==> config.mk <==
export PLATFORM = sky130hd
export DESIGN_NAME = reset_release_seq_flat
export DESIGN_NICKNAME = d
export VERILOG_FILES = /design/src/rtl/reset_release_seq_if.sv /design/src/rtl/reset_release_seq.sv /design/src/flat_wrapper.sv
export SDC_FILE = /design/constraint.sdc
export NUM_CORES = 1
export LEC_CHECK = 0
export CAP_MARGIN = 20
export CORE_MARGIN = 2
export CORE_UTILIZATION = 65
export DETAILED_ROUTE_END_ITERATION = 8
export DONT_BUFFER_PORTS = 1
export MAX_ROUTING_LAYER = met4
export PLACE_DENSITY = 0.8
export REMOVE_ABC_BUFFERS = 1
export SYNTH_ARGS = -nofsm -noshare
export SYNTH_HDL_FRONTEND = slang
export SYNTH_SLANG_ARGS = --single-unit
==> constraint.sdc <==
create_clock -name clk -period 2.95 [get_ports clk]
set_input_delay 0.7375 -clock clk [delete_from_list [all_inputs] [get_ports clk]]
set_output_delay 0.7375 -clock clk [all_outputs]
set_load 0.02 [all_outputs]
==> src/rtl/reset_release_seq_if.sv <==
// rtl/reset_release_seq_if.sv - control/status bundle between the reset sequencer and its domains
interface reset_release_seq_if #(
  parameter int NUM_DOMAINS = 4
);
  logic                           delay_done_i;
  logic                           sw_rst_req_i;
  logic [NUM_DOMAINS-1:0]         dom_ack_i;
  logic [NUM_DOMAINS-1:0]         dom_rst_n_o;
  logic                           all_ready_o;
  logic                           busy_o;
  logic                           err_o;
  logic [$clog2(NUM_DOMAINS):0]   err_dom_o;

  // Sequencer side
  modport master (
    input  delay_done_i, sw_rst_req_i, dom_ack_i,
    output dom_rst_n_o, all_ready_o, busy_o, err_o, err_dom_o
  );

  // Domain / supervisor side
  modport slave (
    output delay_done_i, sw_rst_req_i, dom_ack_i,
    input  dom_rst_n_o, all_ready_o, busy_o, err_o, err_dom_o
  );
endinterface

==> src/rtl/reset_release_seq.sv <==
// rtl/reset_release_seq.sv - ordered domain reset release/re-assert sequencer (optional ack gating: RST_SEQ_ACK_EN)
module reset_release_seq #(
  parameter int NUM_DOMAINS = 4,
  parameter int GAP_CYCLES  = 16,
  parameter int ACK_TIMEOUT = 256
) (
  input logic                  clk,
  input logic                  rst,
  reset_release_seq_if.master  bus
);

  localparam int IW   = $clog2(NUM_DOMAINS) + 1;
  localparam int CMAX = (GAP_CYCLES > ACK_TIMEOUT) ? GAP_CYCLES : ACK_TIMEOUT;
  localparam int CW   = (CMAX > 0) ? $clog2(CMAX + 1) : 1;
  localparam logic [IW-1:0] LAST     = IW'(NUM_DOMAINS - 1);
  localparam logic [CW-1:0] CNT_SAT  = CW'(CMAX);
  localparam logic [CW-1:0] GAP_C    = CW'(GAP_CYCLES);
  localparam logic [CW-1:0] GAP_LAST = CW'((GAP_CYCLES > 0) ? GAP_CYCLES - 1 : 0);
`ifdef RST_SEQ_ACK_EN
  localparam logic [CW-1:0] TO_LAST  = CW'((ACK_TIMEOUT > 0) ? ACK_TIMEOUT - 1 : 0);
`endif

  typedef enum logic [2:0] {
    S_IDLE, S_RELEASE, S_WAIT_ACK, S_GAP, S_DONE, S_ASSERT_SEQ, S_ERROR
  } state_t;

  state_t                 state, state_nxt;
  logic [IW-1:0]          idx, idx_nxt;
  logic [CW-1:0]          cnt, cnt_nxt, cnt_inc;
  logic [NUM_DOMAINS-1:0] dom_q, dom_nxt, sel, abort_sel;
  logic                   ready_q, ready_nxt;
  logic                   busy_q, busy_nxt;
  logic                   err_q, err_nxt;
  logic [IW-1:0]          err_dom_q, err_dom_nxt;
  logic                   sync1, done_s;
  logic                   adv, next_dom, do_abort;
  logic [IW-1:0]          abort_idx;

`ifndef RST_SEQ_ACK_EN
  logic unused_ack;
  assign unused_ack = ^bus.dom_ack_i;
`endif

  // Two-flop synchroniser for the asynchronous delay-generator done level
  always_ff @(posedge clk or negedge rst) begin
    if (!rst) begin
      sync1  <= 1'b0;
      done_s <= 1'b0;
    end else begin
      sync1  <= bus.delay_done_i;
      done_s <= sync1;
    end
  end

  assign sel     = NUM_DOMAINS'(1) << idx;
  assign cnt_inc = (cnt == CNT_SAT) ? cnt : cnt + CW'(1);

  // Next-state and next-output decode; outputs are registered alongside the state
  always_comb begin
    state_nxt   = state;
    idx_nxt     = idx;
    cnt_nxt     = cnt;
    dom_nxt     = dom_q;
    ready_nxt   = (state == S_DONE);
    busy_nxt    = (state inside {S_RELEASE, S_WAIT_ACK, S_GAP, S_ASSERT_SEQ});
    err_nxt     = err_q;
    err_dom_nxt = err_dom_q;
    adv         = 1'b0;
    next_dom    = 1'b0;
    do_abort    = 1'b0;
    abort_idx   = idx;
    abort_sel   = '0;

    if (!done_s && state != S_IDLE && state != S_ERROR) begin
      // Losing the upstream done level drops every domain at once
      state_nxt = S_IDLE;
      idx_nxt   = '0;
      cnt_nxt   = '0;
      dom_nxt   = '0;
      ready_nxt = 1'b0;
      busy_nxt  = 1'b0;
    end else begin
      case (state)
        S_IDLE: begin
          dom_nxt = '0;
          if (done_s && !bus.sw_rst_req_i) begin
            state_nxt = S_RELEASE;
            idx_nxt   = '0;
            cnt_nxt   = '0;
          end
        end
        S_RELEASE: begin
          if (bus.sw_rst_req_i) begin
            do_abort = 1'b1;
          end else begin
            dom_nxt = dom_q | sel;
`ifdef RST_SEQ_ACK_EN
            state_nxt = S_WAIT_ACK;
            cnt_nxt   = '0;
`else
            adv = 1'b1;
`endif
          end
        end
`ifdef RST_SEQ_ACK_EN
        S_WAIT_ACK: begin
          if (cnt >= TO_LAST) begin
            state_nxt   = S_ERROR;
            err_nxt     = 1'b1;
            err_dom_nxt = idx;
          end else if (bus.sw_rst_req_i) begin
            do_abort = 1'b1;
          end else if (|(bus.dom_ack_i & sel)) begin
            adv = 1'b1;
          end else begin
            cnt_nxt = cnt_inc;
          end
        end
        S_ERROR: begin
          dom_nxt = '0;
          if (bus.sw_rst_req_i) begin
            state_nxt   = S_IDLE;
            idx_nxt     = '0;
            cnt_nxt     = '0;
            err_nxt     = 1'b0;
            err_dom_nxt = '0;
          end
        end
`endif
        S_GAP: begin
          if (bus.sw_rst_req_i) begin
            do_abort = 1'b1;
          end else if (cnt >= GAP_LAST) begin
            next_dom = 1'b1;
          end else begin
            cnt_nxt = cnt_inc;
          end
        end
        S_DONE: begin
          if (bus.sw_rst_req_i) begin
            do_abort  = 1'b1;
            abort_idx = LAST;
            ready_nxt = 1'b0;
          end
        end
        S_ASSERT_SEQ: begin
          // dom[idx] is already low here; drop the next one down after the gap
          if (cnt >= GAP_C) begin
            dom_nxt = dom_q & ~(sel >> 1);
            cnt_nxt = '0;
            if (idx <= IW'(1)) begin
              state_nxt = S_IDLE;
              idx_nxt   = '0;
            end else begin
              idx_nxt = idx - IW'(1);
            end
          end else begin
            cnt_nxt = cnt_inc;
          end
        end
        default: begin
          state_nxt = S_IDLE;
          idx_nxt   = '0;
          cnt_nxt   = '0;
          dom_nxt   = '0;
        end
      endcase
    end

    // A zero gap skips the GAP state entirely so releases land on consecutive clocks
    if (adv) begin
      if (GAP_CYCLES == 0) begin
        next_dom = 1'b1;
      end else begin
        state_nxt = S_GAP;
        cnt_nxt   = '0;
      end
    end

    if (next_dom) begin
      cnt_nxt = '0;
      if (idx == LAST) begin
        state_nxt = S_DONE;
      end else begin
        idx_nxt   = idx + IW'(1);
        state_nxt = S_RELEASE;
      end
    end

    // Reverse sequence starts by dropping the current domain on this edge
    if (do_abort) begin
      abort_sel = NUM_DOMAINS'(1) << abort_idx;
      dom_nxt   = dom_q & ~abort_sel;
      cnt_nxt   = '0;
      if (abort_idx == '0) begin
        state_nxt = S_IDLE;
        idx_nxt   = '0;
      end else begin
        state_nxt = S_ASSERT_SEQ;
        idx_nxt   = abort_idx;
      end
    end
  end

  // State and registered outputs
  always_ff @(posedge clk or negedge rst) begin
    if (!rst) begin
      state     <= S_IDLE;
      idx       <= '0;
      cnt       <= '0;
      dom_q     <= '0;
      ready_q   <= 1'b0;
      busy_q    <= 1'b0;
      err_q     <= 1'b0;
      err_dom_q <= '0;
    end else begin
      state     <= state_nxt;
      idx       <= idx_nxt;
      cnt       <= cnt_nxt;
      dom_q     <= dom_nxt;
      ready_q   <= ready_nxt;
      busy_q    <= busy_nxt;
      err_q     <= err_nxt;
      err_dom_q <= err_dom_nxt;
    end
  end

  assign bus.dom_rst_n_o = dom_q;
  assign bus.all_ready_o = ready_q;
  assign bus.busy_o      = busy_q;
  assign bus.err_o       = err_q;
  assign bus.err_dom_o   = err_dom_q;

endmodule
==> src/flat_wrapper.sv <==
// flat-port wrapper written by rule: the top's interface ports become plain ports
module reset_release_seq_flat 
#(
  parameter int NUM_DOMAINS = 4,
  parameter int GAP_CYCLES  = 16,
  parameter int ACK_TIMEOUT = 256
)
  (clk, rst, bus_delay_done_i, bus_sw_rst_req_i, bus_dom_ack_i, bus_dom_rst_n_o, bus_all_ready_o, bus_busy_o, bus_err_o, bus_err_dom_o);
  reset_release_seq_if #(.NUM_DOMAINS(NUM_DOMAINS)) bus_i ();
  input logic clk;
  input logic rst;
  input wire logic [$bits(bus_i.delay_done_i)-1:0] bus_delay_done_i;
  input wire logic [$bits(bus_i.sw_rst_req_i)-1:0] bus_sw_rst_req_i;
  input wire logic [$bits(bus_i.dom_ack_i)-1:0] bus_dom_ack_i;
  output wire logic [$bits(bus_i.dom_rst_n_o)-1:0] bus_dom_rst_n_o;
  output wire logic [$bits(bus_i.all_ready_o)-1:0] bus_all_ready_o;
  output wire logic [$bits(bus_i.busy_o)-1:0] bus_busy_o;
  output wire logic [$bits(bus_i.err_o)-1:0] bus_err_o;
  output wire logic [$bits(bus_i.err_dom_o)-1:0] bus_err_dom_o;
  assign bus_i.delay_done_i = bus_delay_done_i;
  assign bus_i.sw_rst_req_i = bus_sw_rst_req_i;
  assign bus_i.dom_ack_i = bus_dom_ack_i;
  assign bus_dom_rst_n_o = bus_i.dom_rst_n_o;
  assign bus_all_ready_o = bus_i.all_ready_o;
  assign bus_busy_o = bus_i.busy_o;
  assign bus_err_o = bus_i.err_o;
  assign bus_err_dom_o = bus_i.err_dom_o;
  reset_release_seq #(.NUM_DOMAINS(NUM_DOMAINS), .GAP_CYCLES(GAP_CYCLES), .ACK_TIMEOUT(ACK_TIMEOUT)) u_core (.clk(clk), .rst(rst), .bus(bus_i));
endmodule
**After elaboration in Yosys (flattened, before gate mapping)**

Cells that the tools add are included.
W data, S select, Z words.

- $add $sub $neg: 3
- Order comparisons: 3
- Eq/ne operators: 18
- Shift operators: 2
- Multiplexer cells: 50
- Bitwise gates (word level): 5
- Reductions and logical operators: 15

Operator list:

| cell | count |
|---|---|
| $mux W9 | 9 |
| $mux W3 | 20 |
| $pmux W9 S4 | 1 |
| $ne A6 B3 Y1 const B | 4 |
| $pmux W3 S3 | 2 |
| $mux W4 | 4 |
| $mux W1 | 13 |
| $pmux W4 S3 | 1 |
| $ne A5 B1 Y1 const B | 2 |
| $add A9 B1 Y9 const B | 1 |
| $eq A3 B2 Y1 const B | 3 |
| $eq A9 B9 Y1 const B | 1 |
| $ge A9 B4 Y1 const B | 1 |
| $ge A9 B5 Y1 const B | 1 |
| $and A4 B4 Y4 | 2 |
| $ne A4 B3 Y1 const B | 2 |
| $reduce_and A4 Y1 | 2 |
| $shl A1 B3 Y4 const A | 2 |
| $eq A3 B3 Y1 const B | 2 |
| $logic_not A3 Y1 | 2 |
| $ne A6 B1 Y1 const B | 1 |
| $not A3 Y4 | 1 |
| $not A4 Y4 | 1 |
| $or A4 B4 Y4 | 1 |
| other kinds (13) | 17 |

- Register bits: 23
- Output and inout bits: 10

**Depth between registers and ports, before layout**

- Depth in word-level cells: 9
- Depth in mapped cells: 8
- Gate-level depth less buffers: 7

**Worst setup path before layout**

No wires, ideal clock.

- Path kind: input to register
- Start: in bus_sw_rst_req_i
- End: reg u_core.state[2]
- Arrival: 1,857 ps
- Setup slack: 969 ps
- Cell stages on the path: 6
- Path through: or3_1 -> a32oi_1 -> or2_1 -> buf_6 -> o21ai_2 -> a211o_1

- Word-level cells in the longest chain between the ends: 6
- Elaborated cells on any way between the ends: 24
- Those cells by class: 4 x eq/ne; 16 x mux; 4 x reduce/logical

RTL lines:

| item | RTL line | text |
|---|---|---|
| from (decl) | flat_wrapper.sv:13 | `input wire logic [$bits(bus_i.sw_rst_req_i)-1:0] bus_sw_rst_req_i;` |
| $mux W3 or $mux W1 (tied branches) | reset_release_seq.sv:140, reset_release_seq.sv:93 |  |
| $mux W3 or $mux W1 (tied branches) | reset_release_seq.sv:83 | `case (state)` |
| $mux W3 or $mux W1 (tied branches) | reset_release_seq.sv:74 | `if (!done_s && state != S_IDLE && state != S_ERROR) begin` |
| $logic_not A3 Y1 or $mux W3 (tied branches) | reset_release_seq.sv:195, reset_release_seq.sv:171 |  |
| $mux W3 (on tied branches) | reset_release_seq.sv:195, reset_release_seq.sv:180 |  |
| $mux W3 | reset_release_seq.sv:191 | `if (do_abort) begin` |
| to (signal assigned) | reset_release_seq.sv:217 | `state <= state_nxt;` |
| to (decl) | reset_release_seq.sv:27 | `state_t state, state_nxt;` |

Parallel ways exist; a longest one is shown, timed or not.
A chain may end at the register's enable or synchronous reset.

**Worst setup path in the final report**

- Start: reg u_core.state[1]
- End: reg u_core.state[2]

- Word-level cells in the longest chain between the ends: 7
- Elaborated cells on any way between the ends: 30
- Those cells by class: 9 x eq/ne; 14 x mux; 7 x reduce/logical

RTL lines:

| item | RTL line |
|---|---|
| $eq A3 B2 Y1, or another cell as far along | reset_release_seq.sv:83 |
| $reduce_or A3 Y1 (no source line) or $logic_and A1 B1 Y1 (tied branches) | - |
| $pmux W3 S3 or $logic_and A1 B1 Y1 (tied branches) | reset_release_seq.sv:83, reset_release_seq.sv:74 |
| $mux W3 or $mux W1 (tied branches) | reset_release_seq.sv:74 |
| $mux W3 or $logic_not A3 Y1 (tied branches) | reset_release_seq.sv:171, reset_release_seq.sv:195 |
| $mux W3 (on tied branches) | reset_release_seq.sv:180, reset_release_seq.sv:195 |
| $mux W3 | reset_release_seq.sv:191 |

Parallel ways exist; a longest one is shown, timed or not.

==> qor.tcl <==
set qor(status) {finished, final reports clean}
set qor(mostFrequentLayoutCells) {29 x sky130_fd_sc_hd__nand2_1, 24 x sky130_fd_sc_hd__nor2_1, 23 x sky130_fd_sc_hd__dfrtp_1}
set qor(postSynthRegisterBits) 23
set qor(r2r_slack_ps) 590
set qor(reg2reg_from) {u_core.state[1]$_DFFE_PN0P_}
set qor(grt_setup_unrepaired) {false}
set qor(slowest_stage) {sky130_fd_sc_hd__dfrtp_1}
set qor(initialDrtViolationCount) 55
set qor(synth-seq-area-share) 0.348
set qor(critPathCaptureType) {flop}
set qor(timing_worst_slew_pin_value_ps) 507
set qor(boundary_pins) 18
set qor(cp.depth) 5
set qor(cp_data_required_time_ps) 3170
set qor(fp.dieH_um) 54.4
set qor(worstRegToRegCells) 5
set qor(asyncSetResetFlopFracSynth) 1.00
set qor(synthTopCellsByArea) {sky130_fd_sc_hd__dfrtp_1 35%, sky130_fd_sc_hd__nand2_1 6.6%, sky130_fd_sc_hd__a21oi_1 5.8%}
set qor(vias_in_the_first_global_route) 1347
set qor(syn_area_um2) 1650
set qor(synth_top_cell_area_share) 0.348
set qor(floorplan.initialDensity) 0.679
set qor(ys_types) 50
set qor(synth_enable_flop_cells) 0
set qor(topRoutingLayerUsed) {met4}
set qor(final_hold_violation_count) 0
set qor(route.detailed.vias_per_inst) 6.40
set qor(p_per_area_nw_per_um2) 435
set qor(setup_tns_ps) 0
set qor(max-vdd-ir-drop_mv) 0.326
set qor(setup_ws_ps) 588
set qor(drive_above_1_share) 0.0739
set qor(crit_path_max_incr_delay_ps) 590
set qor(drt-total-wl_mm) 3.70
set qor(yosys.area.top_type) {sky130_fd_sc_hd__dfrtp_1}
set qor(wl_per_cell_um) 15.9
set qor(areaGrowthSynthToFinish_pct) 1.21
set qor(cts_num_sinks) 23
set qor(finalNonFillerCells) 233
set qor(grt_antenna_before_repair) 0
set qor(post-place-ws_ps) 651
set qor(fmax_mhz) 423
set qor(drc_errors) 0
set qor(hpwl_mm) 2.76
set qor(timing.final.setup_violations) 0
set qor(worst_r2r_endpoint) {u_core.state[2]$_DFFE_PN0P_}
set qor(clock_tree.root_cell) {sky130_fd_sc_hd__clkbuf_4}
set qor(worstPathMaxFanout) 16
set qor(fp.coreArea_um2) 2430
set qor(critical_path_cell_list) {or3b_1, a21oi_4, or2_1, o21ai_2, a211o_1}
set qor(slew_headroom) 0.662
set qor(global_route_wire_length_before_repair_mm) 6.13
set qor(power_leakage_nw) 0.739
set qor(drv_cap) 0
set qor(num-nets-final) 219
set qor(route.antenna.remaining_nets) 0
set qor(slew_violations) 0
set qor(postCtsSetupRepairBufs) 0
set qor(tritoncts) {built}
set qor(setup.worst_path.class) {flop to flop}
set qor(inserted_diodes) 0
set qor(worst_setup_hold_path_clk_slew_ps) 140
set qor(timing.hold.worst.class) {input port to async pin}
set qor(layout_min_cycle_time_ps) 2360
set qor(ys_dominant_reg_cell) {sky130_fd_sc_hd__dfrtp_1}
set qor(place.gp.congestion) 0.904
set qor(critical_path.startpoint_type) {flop}
set qor(numPortBuffers) 0
set qor(layout.cells.most_common) {sky130_fd_sc_hd__nand2_1}
set qor(syn-instance-count) 206
set qor(clock_latency_ps) 320
set qor(syn-mean-instance-area_um2) 8.02
set qor(firstDrtPassIters) 4
set qor(cts_hold_buf) 0
set qor(critical_path.n_buffers_inverters) 0
set qor(met3_wirelength_um) 199
set qor(cp_top_family) {simple AND/OR/NAND/NOR gates}
set qor(dp_cells) 229
set qor(cts_buffer_depth) 2
set qor(final.hold.worst_slack_ps) 86.7
set qor(cts_inserted_buffers) 3
set qor(grt_util_all_layers) 0.290
set qor(placementRows) 18
set qor(grt.overflow.total) 0
set qor(die-width_um) 54.4
set qor(power_w) 0.000728
set qor(post_cts.resized_instances) 0
set qor(htree_levels) 1
set qor(skew_ps) 9.00
set qor(routed-via-count) 1491
set qor(dieArea_um2) 2960
set qor(met2RoutedLength_mm) 1.70
set qor(final_cycle_share) 0.801
set qor(yosys_warnings) 0
set qor(grt_start_max_net_pins) 24
set qor(routedLengthMet1_mm) 1.76
set qor(worst_ep_arrival_ps) 2580
## state kept, by name, summed over array words and instances (netlist names)
signal                  cells
u_core.state                3
u_core.done_s               1
u_core.cnt                  9
u_core.idx                  3
u_core.sync1                1
u_core.bus.busy_o           1
u_core.bus.dom_rst_n_o      4
u_core.bus.all_ready_o      1
## metrics by stage
stage	cell area, um2	utilization
global placement	1640	0.676
floorplan	1590	-
detailed placement	1640	0.676
finish	1670	0.687
global route	1670	0.687
CTS	1670	0.687
## logic make-up (layout without fill, tap and decap cells)
group,Yosys count,count (layout),share of synthesized area
other cells,1,4,0.00227
compound gates,62,62,0.265
simple gates,89,89,0.261
buf+inv,24,18,0.0704
fa+ha+maj,7,7,0.0530
flops,23,23,0.348
## synth_stat cells (all sizes together) (4+ instances only)
cell and n:
ha 7, nor3 6, nand2b 5, buf 8, inv 12, o21ai 10, nor2 25, nand2 29
nand3 9, a31oi 5, dfrtp 23, clkbuf 4, a21oi 21
## how the worst max path moves through the flow
| stage | start | end | slack (ps) |
|---|---|---|---|
| 2_1_floorplan | u_core.state[2]$_DFFE_PN0P_ | u_core.state[2]$_DFFE_PN0P_ | 930 |
| 3_3_place_gp | u_core.state[1]$_DFFE_PN0P_ | u_core.state[2]$_DFFE_PN0P_ | 700 |
| 3_5_place_dp | u_core.state[1]$_DFFE_PN0P_ | u_core.state[2]$_DFFE_PN0P_ | 650 |
| 4_1_cts | u_core.state[1]$_DFFE_PN0P_ | u_core.state[2]$_DFFE_PN0P_ | 640 |
| 5_1_grt | u_core.state[1]$_DFFE_PN0P_ | u_core.state[2]$_DFFE_PN0P_ | 530 |
| 6_report | u_core.state[1]$_DFFE_PN0P_ | u_core.state[2]$_DFFE_PN0P_ | 590 |
## worst reg2reg max path, stage by stage, from the launching register on
cell and delay, ps:
sky130_fd_sc_hd__dfrtp_1 590, sky130_fd_sc_hd__or3b_1 590, sky130_fd_sc_hd__a21oi_4 330, sky130_fd_sc_hd__or2_1 380, sky130_fd_sc_hd__o21ai_2 80, sky130_fd_sc_hd__a211o_1 300
## layer usage
metal / vias up / track usage
li1: 721 / -
met1: 707 / 0.399
met2: 55 / 0.432
met3: 8 / 0.0519
met4: 0 / 0.0917
met5: - / -
## area by class of cell
type	count	area (um2)
Clock buffer	3	22.5
Clock inverter	1	5.00
Timing Repair Buffer	2	15.0
Inverter	12	45.0
Fill cell	200	761
Sequential cell	23	576
Tap cell	30	37.5
Multi-Input combinational cell	162	971
## power by group
group          leakage [nW]  internal (W)  switching, W
Sequential            0.314      0.000330     0.0000425
Combinational         0.408     0.0000713      0.000132
Clock                0.0177     0.0000508      0.000101
Total                 0.739      0.000452      0.000276
Power figures use the tool's default switching activity.
